File: src/rtl/vo_src_arb.sv
// Frame-synchronous two-source pixel arbiter with a one-stage registered output.
// Optional statistics counters are enabled with `define VO_SRC_ARB_STATS_EN.
module vo_src_arb #(
   parameter logic [23:0] FILL_RGB    = 24'h000000,
   parameter bit          SEL_DEFAULT = 1'b0
) (
   input  logic        vo_clk,
   input  logic        vo_reset,
   input  logic        sel,
   input  logic        src0_valid,
   input  logic        src0_eol,
   input  logic        src0_eof,
   input  logic [23:0] src0_pixel,
   output logic        src0_ready,
   input  logic        src1_valid,
   input  logic        src1_eol,
   input  logic        src1_eof,
   input  logic [23:0] src1_pixel,
   output logic        src1_ready,
   input  logic        out_ready,
   output logic        out_req,
   output logic        out_eol,
   output logic        out_eof,
   output logic [23:0] out_pixel,
   output logic        active_sel,
   output logic        syncing,
   output logic        underrun,
`ifdef VO_SRC_ARB_STATS_EN
   output logic [15:0] frame_cnt,
   output logic [15:0] underrun_cnt,
`endif
   input  logic        underrun_clr
);

   typedef enum logic [0:0] {
      ST_SYNC = 1'b0,
      ST_RUN  = 1'b1
   } state_t;

   state_t      state_q, state_d;
   logic        active_sel_q, active_sel_d;
   logic        out_req_q, out_req_d;
   logic        out_eol_q, out_eol_d;
   logic        out_eof_q, out_eof_d;
   logic [23:0] out_pixel_q, out_pixel_d;
   logic        underrun_q, underrun_d;

   logic        load;
   logic        cur_valid;
   logic        cur_eol;
   logic        cur_eof;
   logic [23:0] cur_pixel;
   logic        consume;
   logic        fill;

   assign load = out_ready || !out_req_q;

   always_comb begin
      if (active_sel_q) begin
         cur_valid = src1_valid;
         cur_eol   = src1_eol;
         cur_eof   = src1_eof;
         cur_pixel = src1_pixel;
      end else begin
         cur_valid = src0_valid;
         cur_eol   = src0_eol;
         cur_eof   = src0_eof;
         cur_pixel = src0_pixel;
      end
   end

   assign consume    = load && cur_valid;
   // Readiness is gated by reset so nothing is popped while the block is held.
   assign src0_ready = !vo_reset && load && !active_sel_q;
   assign src1_ready = !vo_reset && load &&  active_sel_q;

   always_comb begin
      state_d      = state_q;
      active_sel_d = active_sel_q;
      out_req_d    = out_req_q;
      out_eol_d    = out_eol_q;
      out_eof_d    = out_eof_q;
      out_pixel_d  = out_pixel_q;
      underrun_d   = underrun_q && !underrun_clr;
      fill         = 1'b0;

      unique case (state_q)
         ST_SYNC: begin
            if (load) begin
               out_req_d = 1'b0;
               out_eol_d = 1'b0;
               out_eof_d = 1'b0;
            end
            // A source switch restarts the drain; an eof seen in that cycle belongs to the old source.
            if (sel != active_sel_q) begin
               active_sel_d = sel;
            end else if (consume && cur_eof) begin
               state_d = ST_RUN;
            end
         end
         ST_RUN: begin
            if (load) begin
               out_req_d = 1'b1;
               if (cur_valid) begin
                  out_eol_d   = cur_eol;
                  out_eof_d   = cur_eof;
                  out_pixel_d = cur_pixel;
                  if (cur_eof && (sel != active_sel_q)) begin
                     active_sel_d = sel;
                     state_d      = ST_SYNC;
                  end
               end else begin
                  out_eol_d   = 1'b0;
                  out_eof_d   = 1'b0;
                  out_pixel_d = FILL_RGB;
                  underrun_d  = 1'b1;
                  fill        = 1'b1;
               end
            end
         end
         default: state_d = ST_SYNC;
      endcase
   end

   always_ff @(posedge vo_clk) begin
      if (vo_reset) begin
         state_q      <= ST_SYNC;
         active_sel_q <= SEL_DEFAULT;
         out_req_q    <= 1'b0;
         out_eol_q    <= 1'b0;
         out_eof_q    <= 1'b0;
         out_pixel_q  <= '0;
         underrun_q   <= 1'b0;
      end else begin
         state_q      <= state_d;
         active_sel_q <= active_sel_d;
         out_req_q    <= out_req_d;
         out_eol_q    <= out_eol_d;
         out_eof_q    <= out_eof_d;
         out_pixel_q  <= out_pixel_d;
         underrun_q   <= underrun_d;
      end
   end

   assign out_req    = out_req_q;
   assign out_eol    = out_eol_q;
   assign out_eof    = out_eof_q;
   assign out_pixel  = out_pixel_q;
   assign active_sel = active_sel_q;
   assign syncing    = (state_q == ST_SYNC);
   assign underrun   = underrun_q;

`ifdef VO_SRC_ARB_STATS_EN
   logic [15:0] frame_cnt_q, frame_cnt_d;
   logic [15:0] underrun_cnt_q, underrun_cnt_d;

   always_comb begin
      frame_cnt_d    = frame_cnt_q;
      underrun_cnt_d = underrun_cnt_q;
      if (out_req_q && out_eof_q && out_ready) begin
         frame_cnt_d = frame_cnt_q + 16'd1;
      end
      if (fill) begin
         if (underrun_cnt_q != 16'hFFFF) begin
            underrun_cnt_d = underrun_cnt_q + 16'd1;
         end
      end else if (underrun_clr) begin
         underrun_cnt_d = '0;
      end
   end

   always_ff @(posedge vo_clk) begin
      if (vo_reset) begin
         frame_cnt_q    <= '0;
         underrun_cnt_q <= '0;
      end else begin
         frame_cnt_q    <= frame_cnt_d;
         underrun_cnt_q <= underrun_cnt_d;
      end
   end

   assign frame_cnt    = frame_cnt_q;
   assign underrun_cnt = underrun_cnt_q;
`else
   logic unused_fill;
   assign unused_fill = fill;
`endif

endmodule

File: config.mk
export PLATFORM = sky130hd
export DESIGN_NAME = vo_src_arb
export DESIGN_NICKNAME = d
export VERILOG_FILES = /design/src/rtl/vo_src_arb.sv
export SDC_FILE = /design/constraint.sdc
export NUM_CORES = 1
export LEC_CHECK = 0
export BUFFER_PORTS_ARGS = -buffer_cell sky130_fd_sc_hd__buf_2
export CELL_PAD_IN_SITES_DETAIL_PLACEMENT = 1
export CELL_PAD_IN_SITES_GLOBAL_PLACEMENT = 1
export CORE_AREA = 2 2 74 76
export CTS_CLUSTER_SIZE = 14
export DETAILED_ROUTE_END_ITERATION = 10
export DIE_AREA = 0 0 76 78
export PLACE_DENSITY_LB_ADDON = 0.1
export SLEW_MARGIN = 30
export SYNTH_ARGS = -nofsm -noshare
export SYNTH_HDL_FRONTEND = slang
export SYNTH_SLANG_ARGS = --single-unit
File: constraint.sdc
create_clock -name vo_clk -period 2.7 [get_ports vo_clk]
set_input_delay 0.135 -clock vo_clk [delete_from_list [all_inputs] [get_ports vo_clk]]
set_output_delay 0.135 -clock vo_clk [all_outputs]
set_load 0.05 [all_outputs]
==> out/metrics.cfg <==
[worst_hold_path]
min_path_type = in -> reg

[sta]
tns_ns = 0
tightest_slew_ns = 0.6073
worst_clock_skew_ns = 0.004342
maxSlewHeadroom = 0.5951
final.period_utilization = 0.6980
finalSetupViolCount = 0
slew_violations = 0
fmax_mhz = 530.6
fin_ws_ns = 0.8153
period_minus_slack_ns = 1.885
hold_viol = 0
rsz0062_at_grt = no

[setup_path]
critPathKind = reg -> out
critPathLaunchType = flip-flop
crit_chain = buf_4, clkinv_1, buf_4, buf_2
max_stage_delay_ns = 0.33
worstPathRequired_ns = 2.57
crit_top_cell = buf_4
crit_path_top_delay_cell = clkinv_1
endpoint_kind = output port
crit_fanout = 30
crit_arrival_ns = 1.75
reg2reg_setup_slack_ns = 1.00

[clock_network]
cts_hold_buf = 0
insertion_delay_ns = 0.27
cts_resized = 0
postCtsSetupBuffers = 0
cts_max_path_buffers = 2
clock-sinks = 30
cts_made_buffers = 5
cts_root_buf = clkbuf_8
cts_tree = built
clk_pin_slew_ns = 0.06
cts_htree_levels = 2

[die]
start_util = 0.3112
core_sq_mm = 0.005042
rows = 26
die_y_um = 78
die_w_um = 76
boundaryPins = 91
dieArea_sq_mm = 0.005928

[placed_design]
dp.final_hpwl_um = 3487
io_buffer_count = 90
gp_congestion = 0.6746
placed_area_sq_mm = 0.002051
place_ws_ns = 1.053
placed_cells = 324

[routing]
wl_per_cell_um = 15.14
routed_wl_um = 5028
drt_iter0_markers = 81
drc = 0
final_antenna_net_count = 0
dr_total_vias = 1710
dr.pass1.iters = 4
viasPerCell = 5.151

[cells_and_area]
antenna_cells = 0
register_area_sq_um = 600.6
fillers = 637
instances_no_fill = 332
stdcell_area_sq_mm = 0.002157
multi_input_area_sq_um = 867.1
syn_to_final_growth_pct = 37.48
drive_above_1_share = 0.4885
finalNetCount = 320

[yosys]
synthAdderAreaFrac = 0
yosys.area_share.simple = 0.1555
synth_top_area_share = 0.3828
synth_edf_count = 0
ys_top_cells_by_count = dfxtp_1, a21oi_1, nand4_1, o21ai_0, mux2_2
ys_types = 27
yosys_warnings = 0
syn_area_per_cell_sq_um = 8.765
synth_most_common_cell = dfxtp_1
synthMuxAreaShare = 0.1818
syn_nets = 238
synthCells = 179
synth-seq-cells = 30
ys_seq_area_frac = 0.3828
synth_compound_area_frac = 0.2121
synth_flop_cell = dfxtp_1
synth_top_family_by_area = compound AO/OA/AOI/OAI gates
yosys.area.top_type = dfxtp_1
synthTopCellsByArea = dfxtp_1, mux2_2, nand4_1
synth_xor_xnor_area_share = 0
ys_async_sr_fraction = 0
netlist_area_sq_mm = 0.001569

[pwr]
irDropWorstVdd_uv = 208.9
leakage_nw = 0.9228
p_total_w = 0.001152
power.density_mw_per_mm2 = 534.0

[global_routing]
grt_start_max_net_pins = 33
grt_pass1_wl_um = 8148
grt.total_usage = 0.1686
grt_pass1_vias = 1699
grt-ovfl-total = 0
antenna_found_initial = 0

[outcome]
outcome = finished clean

[run]
drv_cap = 0

==> state kept, by name, indices dropped and copies added (netlist names) <==
register,count
out_eof,1
out_pixel,24
active_sel,1
underrun,1
out_eol,1
state_q,1
out_req,1
==> worst paths after layout <==
kind                               end                 start  depth (start not counted)
min reg2reg       out_eof$_SDFFE_PP0P_  out_eof$_SDFFE_PP0P_                          2
max                            syncing    state_q$_SDFF_PP0_                          4
min                underrun$_SDFF_PP0_          underrun_clr                          3
max reg2reg  out_pixel[4]$_SDFFE_PP0P_    state_q$_SDFF_PP0_                          5
==> cell usage in the layout, fill, tap and decap left out <==
cell and n:
buf_2 90, dfxtp_1 30, a21oi_1 29, o21ai_0 25, nand4_1 25, mux2_2 24
clkbuf_8 5, buf_4 5, nand2_1 3, or3_1 2, nand2b_1 2, a31oi_1 2
nand3b_1 2, clkbuf_1 2, clkinv_1 1, nor2b_2 1, inv_1 1, nor2_1 1
nand2b_2 1, and3b_1 1, a311oi_1 1, mux2_4 1, a21boi_0 1, a41oi_1 1
nor2b_1 1, o221ai_1 1, o211ai_1 1, nand3_1 1, a211o_1 1, bufinv_16 1
==> logic make-up after synthesis <==
group / count (synthesis)
muxes: 25
DFF: 30
and+or+nand+nor: 40
AOI/OAI and AO/OA: 62
buffers and inverters: 22
==> through the flow <==
step                  util  hold WS [ns]
detailed placement  0.4067        0.4185
global placement    0.4062        0.4155
finish              0.4278        0.1290
CTS                 0.4278        0.1203
floorplan                -        0.3057
global route        0.4278        0.1256
==> metal layers <==
layer | share of wire | wire length [um] | GRT usage
met5 | 0 | 0 | 0
met4 | 0.0050 | 25 | 0.04364
met3 | 0.054 | 269 | 0.05581
met2 | 0.48 | 2431 | 0.2830
met1 | 0.46 | 2302 | 0.2085
==> final cells by class <==
cell class / instances / share of cell area
clock buffers: 7 / 0.03538
clock inverters: 1 / 0.01392
inverters: 2 / 0.003480
multi-input cells: 127 / 0.4020
flip-flops and latches: 30 / 0.2784
well taps: 70 / 0.04060
repair buffers: 95 / 0.2262
==> power by group <==
group	switching [W]	internal [W]	total (W)
logic	0.000155	0.0000965	0.000251
clock network	0.000161	0.000276	0.000437
registers	0.00000622	0.000457	0.000463
==> critical path: cells and delay by family, from the launching register on <==
family                 cells  cell delay [ns]
buffers and inverters      4             1.15
flip-flops                 1             0.31
(Power assumes the default switching activity.)
